--- src/rtl/prbs_psk_modulator_pkg.sv ---
// Shared types and constants for the PRBS BPSK/QPSK test modulator.
package mod_pkg;

   typedef enum logic [1:0] {
      ST_IDLE = 2'd0,
      ST_RUN  = 2'd1,
      ST_DONE = 2'd2
   } state_t;

   // Second feedback tap (state index) for each supported polynomial.
   localparam int unsigned TAP_ORDER7  = 5;   // x^7  + x^6  + 1
   localparam int unsigned TAP_ORDER15 = 13;  // x^15 + x^14 + 1
   localparam int unsigned TAP_ORDER23 = 17;  // x^23 + x^18 + 1

   function automatic int unsigned prbs_tap(input int unsigned order);
      case (order)
         32'd15:  return TAP_ORDER15;
         32'd23:  return TAP_ORDER23;
         default: return TAP_ORDER7;
      endcase
   endfunction

   // Largest amplitude whose negation still fits in out_w signed bits.
   function automatic int unsigned amp_max(input int unsigned out_w);
      return (32'd1 << (out_w - 32'd1)) - 32'd1;
   endfunction

endpackage

--- src/rtl/prbs_psk_modulator_lfsr.sv ---
// Fibonacci PRBS generator; o_bit is the feedback bit shifted in on the next advance.
module prbs_lfsr
   import mod_pkg::*;
#(
   parameter int unsigned ORDER = 7
) (
   input  logic i_clock,
   input  logic i_reset,
   input  logic i_seed,
   input  logic i_advance,
   output logic o_bit
);

   localparam int unsigned TAP = prbs_tap(ORDER);

   logic [ORDER-1:0] r_state;
   logic             w_fb;

   assign w_fb  = r_state[ORDER-1] ^ r_state[TAP];
   assign o_bit = w_fb;

   always_ff @(posedge i_clock or negedge i_reset) begin
      if (!i_reset) begin
         r_state <= '1;
      end else if (i_seed) begin
         r_state <= '1;
      end else if (i_advance) begin
         r_state <= {r_state[ORDER-2:0], w_fb};
      end
   end

endmodule

--- src/rtl/prbs_psk_modulator.sv ---
// PRBS-driven BPSK/QPSK burst modulator emitting a registered signed IF stream at fs/4.
module prbs_psk_modulator
   import mod_pkg::*;
#(
   parameter int unsigned OUT_W      = 12,
   parameter int unsigned PRBS_ORDER = 7,
   parameter int unsigned SPS        = 8,
   parameter int unsigned LEN_W      = 16
) (
   input  logic                    ip_clock,
   input  logic                    ip_reset,
   input  logic                    ip_enable,
   input  logic                    ip_mode,
   input  logic [OUT_W-2:0]        ip_amp,
   input  logic                    ip_start,
   input  logic [LEN_W-1:0]        ip_len,
   output logic signed [OUT_W-1:0] op_if,
   output logic                    op_valid,
   output logic                    op_busy,
   output logic                    op_done
);

   localparam int unsigned     CNT_W     = $clog2(SPS);
   localparam logic [CNT_W-1:0] CNT_LAST = CNT_W'(SPS - 1);
   localparam logic [OUT_W-2:0] AMP_LIMIT = (OUT_W-1)'(amp_max(OUT_W));

   state_t                  r_state, w_state_nxt;
   logic                    r_mode;
   logic [OUT_W-2:0]        r_amp;
   logic [LEN_W-1:0]        r_len, r_sym;
   logic [CNT_W-1:0]        r_cnt;
   logic                    r_i_neg, r_q_neg;
   logic signed [OUT_W-1:0] r_if;
   logic                    r_valid, r_done, r_busy;

   logic                    w_seed, w_emit, w_adv, w_bit, w_sym_end;
   logic                    w_i_neg, w_q_neg, w_neg;
   logic signed [OUT_W-1:0] w_pos, w_sample;

   prbs_lfsr #(.ORDER(PRBS_ORDER)) u_lfsr (
      .i_clock   (ip_clock),
      .i_reset   (ip_reset),
      .i_seed    (w_seed),
      .i_advance (w_adv),
      .o_bit     (w_bit)
   );

   // Symbol bits are drawn from the LFSR on the sample that first needs them
   // (I at sample 0, Q at sample 1 in QPSK) instead of at start acceptance.
   always_comb begin
      w_sym_end = (r_cnt == CNT_LAST);
      w_i_neg   = (r_cnt == '0) ? w_bit : r_i_neg;
      w_q_neg   = r_mode ? ((r_cnt == CNT_W'(1)) ? w_bit : r_q_neg) : w_i_neg;
      w_neg     = 1'b0;
      unique case (r_cnt[1:0])
         2'd0:    w_neg = w_i_neg;
         2'd1:    w_neg = ~w_q_neg;
         2'd2:    w_neg = ~w_i_neg;
         default: w_neg = w_q_neg;
      endcase
      w_pos    = {1'b0, r_amp};
      w_sample = w_neg ? -w_pos : w_pos;
   end

   always_comb begin
      w_state_nxt = r_state;
      w_seed      = 1'b0;
      w_emit      = 1'b0;
      w_adv       = 1'b0;
      if (ip_enable) begin
         unique case (r_state)
            ST_IDLE: begin
               if (ip_start) begin
                  w_seed      = 1'b1;
                  w_state_nxt = ST_RUN;
               end
            end
            ST_RUN: begin
               w_emit = 1'b1;
               w_adv  = (r_cnt == '0) | (r_mode & (r_cnt == CNT_W'(1)));
               if (w_sym_end && (r_len != '0) && (r_sym == r_len - LEN_W'(1)))
                  w_state_nxt = ST_DONE;
            end
            default: w_state_nxt = ST_IDLE;
         endcase
      end
   end

   always_ff @(posedge ip_clock or negedge ip_reset) begin
      if (!ip_reset) r_state <= ST_IDLE;
      else           r_state <= w_state_nxt;
   end

   always_ff @(posedge ip_clock or negedge ip_reset) begin
      if (!ip_reset) begin
         r_mode  <= 1'b0;
         r_amp   <= '0;
         r_len   <= '0;
         r_sym   <= '0;
         r_cnt   <= '0;
         r_i_neg <= 1'b0;
         r_q_neg <= 1'b0;
         r_if    <= '0;
         r_valid <= 1'b0;
         r_done  <= 1'b0;
         r_busy  <= 1'b0;
      end else begin
         // Busy stays up through the done pulse and drops together with it.
         r_busy <= (w_state_nxt != ST_IDLE) | (ip_enable & (r_state == ST_DONE));
         if (ip_enable) begin
            r_valid <= w_emit;
            r_done  <= (r_state == ST_DONE);
            if (w_seed) begin
               r_mode <= ip_mode;
               r_amp  <= (ip_amp > AMP_LIMIT) ? AMP_LIMIT : ip_amp;
               r_len  <= ip_len;
               r_sym  <= '0;
               r_cnt  <= '0;
            end
            if (w_emit) begin
               r_if    <= w_sample;
               r_i_neg <= w_i_neg;
               r_q_neg <= w_q_neg;
               r_cnt   <= w_sym_end ? '0 : r_cnt + CNT_W'(1);
               if (w_sym_end) r_sym <= r_sym + LEN_W'(1);
            end else begin
               r_if <= '0;
            end
         end else begin
            r_valid <= 1'b0;
            r_done  <= 1'b0;
         end
      end
   end

   assign op_if    = r_if;
   assign op_valid = r_valid;
   assign op_busy  = r_busy;
   assign op_done  = r_done;

endmodule

--- config.mk ---
export PLATFORM = sky130hd
export DESIGN_NAME = prbs_psk_modulator
export DESIGN_NICKNAME = d
export VERILOG_FILES = /design/src/rtl/prbs_psk_modulator_pkg.sv /design/src/rtl/prbs_psk_modulator_lfsr.sv /design/src/rtl/prbs_psk_modulator.sv
export SDC_FILE = /design/constraint.sdc
export NUM_CORES = 1
export LEC_CHECK = 0
export CORE_MARGIN = 10
export CORE_UTILIZATION = 44
export DETAILED_ROUTE_END_ITERATION = 8
export HOLD_SLACK_MARGIN = 0.02
export PLACE_DENSITY = 0.7
export SLEW_MARGIN = 25
export SYNTH_ARGS = -nofsm -noshare
export SYNTH_HDL_FRONTEND = slang
export SYNTH_SLANG_ARGS = --single-unit
--- constraint.sdc ---
create_clock -name ip_clock -period 2.2 [get_ports ip_clock]
set_clock_uncertainty 0.15 [all_clocks]
set_input_delay 0.44 -clock ip_clock [delete_from_list [all_inputs] [get_ports ip_clock]]
set_output_delay 0.44 -clock ip_clock [all_outputs]
set_load 0.02 [all_outputs]
==> results.md <==
- Post-synth EDFFs: 0
- Global route total overflow: 0
- Critical path depth in cells: 9
- Arrival time of the worst setup path: about 2500 ps
- IO Count: 47
- H-tree depth: 3
- CTS tree: done
- Layout cells sized above 1: 0.229
- Post-synthesis sequential area ratio: 0.476
- CTS buffer count: 9
- Mapped Nets: about 460
- # rows: 34
- Post-synth top cells: nand2_1, dfrtp_1, o21ai_0, xor2_1
- ANT nets after route: 0
- Port Buf Inserts: 46
- Synth Flop Type: dfrtp_1
- Post-Place Worst Slack: -294 ps
- TritonRoute pass-1 iters: 4
- Filler cells: 720
- Crit path capture type: flop
- Worst path slowest cell: or4_1
- Starting Density: 0.447
- RSZ-0062 raised after global routing: true
- Top post-synthesis cells by area: dfrtp_1, nand2_1, dfstp_2
- Reg clk slew, reported paths: 80 ps
- Post-route worst setup slack: -195 ps
- R2R cell count: 9
- Final setup viols: 11
- Crit Path Category: reg -> reg
- Routability cong.: 0.884
- Fin crit share: 1.09
- Max_cap viols: 0
- Vias: approximately 3300
- First-pass GRT wire length: ~16000 um
- Drt drc: 0
- Worst hold-check path type: reg -> reg
- Status: finished, violations left
- Clk buf depth: 2
- Fin. max-slew vios: 0
- Antenna cells: 0
- Most common cell in the synthesized netlist: nand2_1
- Hold path cells: 1
- Slowest stage delay, CP: 530 ps
- Cell taking the most area after synthesis: dfrtp_1
- Ys async rst share: 1.00
- P_leak: 0.00244 uW
- Post-layout minimum cycle time: 2400 ps
- Peak supply drop: slightly above 0.6 mV
- Largest net degree at the start of global routing: 33
- Placed cell count: 600
- Avg Cell Area, Syn: slightly above 9 um^2
- Yosys warnings: 0
- Final non-filler cell total: 623
- Gr usage total: 0.151
- Vias per Instance: around 5.3
- Avg WL per Cell: roughly 15 um
- CP Data Required Time: 2330 ps
- WL final: ~9400 um
- Area grow syn2layout: 35.0%
- CP delay by family, top: simple AND/OR/NAND/NOR gates
- Rel. slew slack: 0.638
- Vias in the first global route: 3379
- Crit path max fanout: 4
- Critical-path cell list: inv_2, ha_4, nor2b_4, and3_4, nor4b_4, a31oi_1, or4_1, a211oi_2, a22o_1
- FF+latch count, synth: 73
- Clock sink count: between 70 and 80
- Final Hold Viols: 0
- Nets@finish: 550
- Post-Syn Instances: approximately 420
- Yosys cell types: 52
- Power per cell area: between 900 and 1000 nW/um^2
- Measured slew at the worst slew-check pin: 536 ps
- Die area: between 10000 and 15000 um^2
- Mapped cell area: 3860 um^2
- Worst Path Buf+Inv: 1
- Initial antenna violation count: 0
- Setup TNS: -917 ps
- Fmax: 417 MHz
- Die Y: roughly 110 um
- Initial DRC count: around 190
- Top cell type's share of synthesized area: 0.428
- Core area: 8640 um^2
- Dpl hpwl: around 7100 um
- Die width: ~110 um
- Element type at the critical path start: flop
- Violated checks: negative setup slack
- Root buffer cell: clkbuf_8
- Clk_lat worst skew: 340 ps
timing repair:
item | CTS | global route
gates cloned | 2 | 0
endpoints found under the hold margin | 12 | 0
setup buffers | 4 | 0
endpoints found under the setup margin | 12 | 17
hold buffers | 1 | 0
pin swaps | 10 | 0
resized for setup | 6 | 9
layout make-up:
class / count / area (um^2) / share of cell area
multi-input cells: 320 / 2080 / 0.399
flip-flops and latches: 73 / 1840 / 0.353
repair buffers: 96 / 876 / 0.168
well taps: 108 / 135 / 0.0259
clock buffers: 9 / 124 / 0.0238
clock inverters: 7 / 119 / 0.0228
inverters: 10 / 40.0 / 0.00768
power breakdown:
group	switching (uW)	internal (uW)
clock	527	753
sequential	183	1600
combinational	822	1010
stage by stage:
step / util / total power, uW / area [um^2] / hold slack, ps
after detailed placement: 0.562 / 3480 / 4860 / 226
final: 0.604 / 4890 / 5210 / 343
after CTS: 0.601 / 4950 / 5190 / 347
after global routing: 0.604 / 5170 / 5210 / 373
after global placement: 0.562 / 3410 / 4860 / 219
after floorplan: - / 2850 / 3990 / -5.59
cells by family (layout without fill, tap and decap cells):
kind of cell,after synthesis,after routing,share of synthesized area
AND/OR/NAND/NOR,198,199,0.245
adder cells (fa/ha/maj),8,8,0.0259
multiplexers,19,19,0.0499
AO/OA/AOI/OAI,66,66,0.113
XOR/XNOR,28,28,0.0635
buffers and inverters,25,122,0.0269
flip-flops,73,73,0.476
placed cells by master (no fill, tap or decap), types with 5 or more instances in the layout:
cell and instances:
nor3_2 8, and3_1 6, mux2i_1 16, dfstp_2 7, xor2_1 18, nor2_1 14, or3_1 5, nand3_1 9
a21oi_1 9, a22o_1 13, buf_4 46, nand4_1 8, nand2_1 111, ha_1 5, o21ai_1 5, xnor2_1 9
dfrtp_1 64, o21ai_0 21, nor3_1 9, clkdlybuf4s50_1 45, inv_1 5, clkbuf_8 9
final timing paths:
| check | startpoint | to | slack [ps] |
|---|---|---|---|
| min in group asynchronous | ip_reset | op_if[0] | 380 |
| worst min-delay path | r_sym[15] | r_sym[15] | 340 |
| max in group asynchronous | ip_reset | r_len[1] | 930 |
| worst max-delay path | r_len[1] | r_state[1] | -200 |
| worst min register to register | r_sym[15] | r_sym[15] | 340 |
| worst max register to register | r_len[1] | r_state[1] | -200 |
worst reg2reg max path: stages, from the launching register on:
cell and delay [ps]:
dfrtp_2 440, inv_2 90, ha_4 150, nor2b_4 140, and3_4 190, nor4b_4 170
a31oi_1 60, or4_1 530, a211oi_2 240, a22o_1 170
routing by layer:
metal  global-route usage  share of wire  up-vias  wire length, um
met5                    0              0        -                0
met4               0.0465         0.0086        0               81
met3               0.0278          0.053        9              497
met2                0.250           0.49       72             4560
met1                0.194           0.45     1565             4260
li1                     -              -     1632                -
registers in the layout, summed over array words and instances, names as in the netlist, 2 cells and up:
signal,flops
op_if,12
r_state,2
r_sym,16
u_lfsr.r_state,7
r_amp,11
r_cnt,3
r_len,16
(Power assumes the default switching activity.)
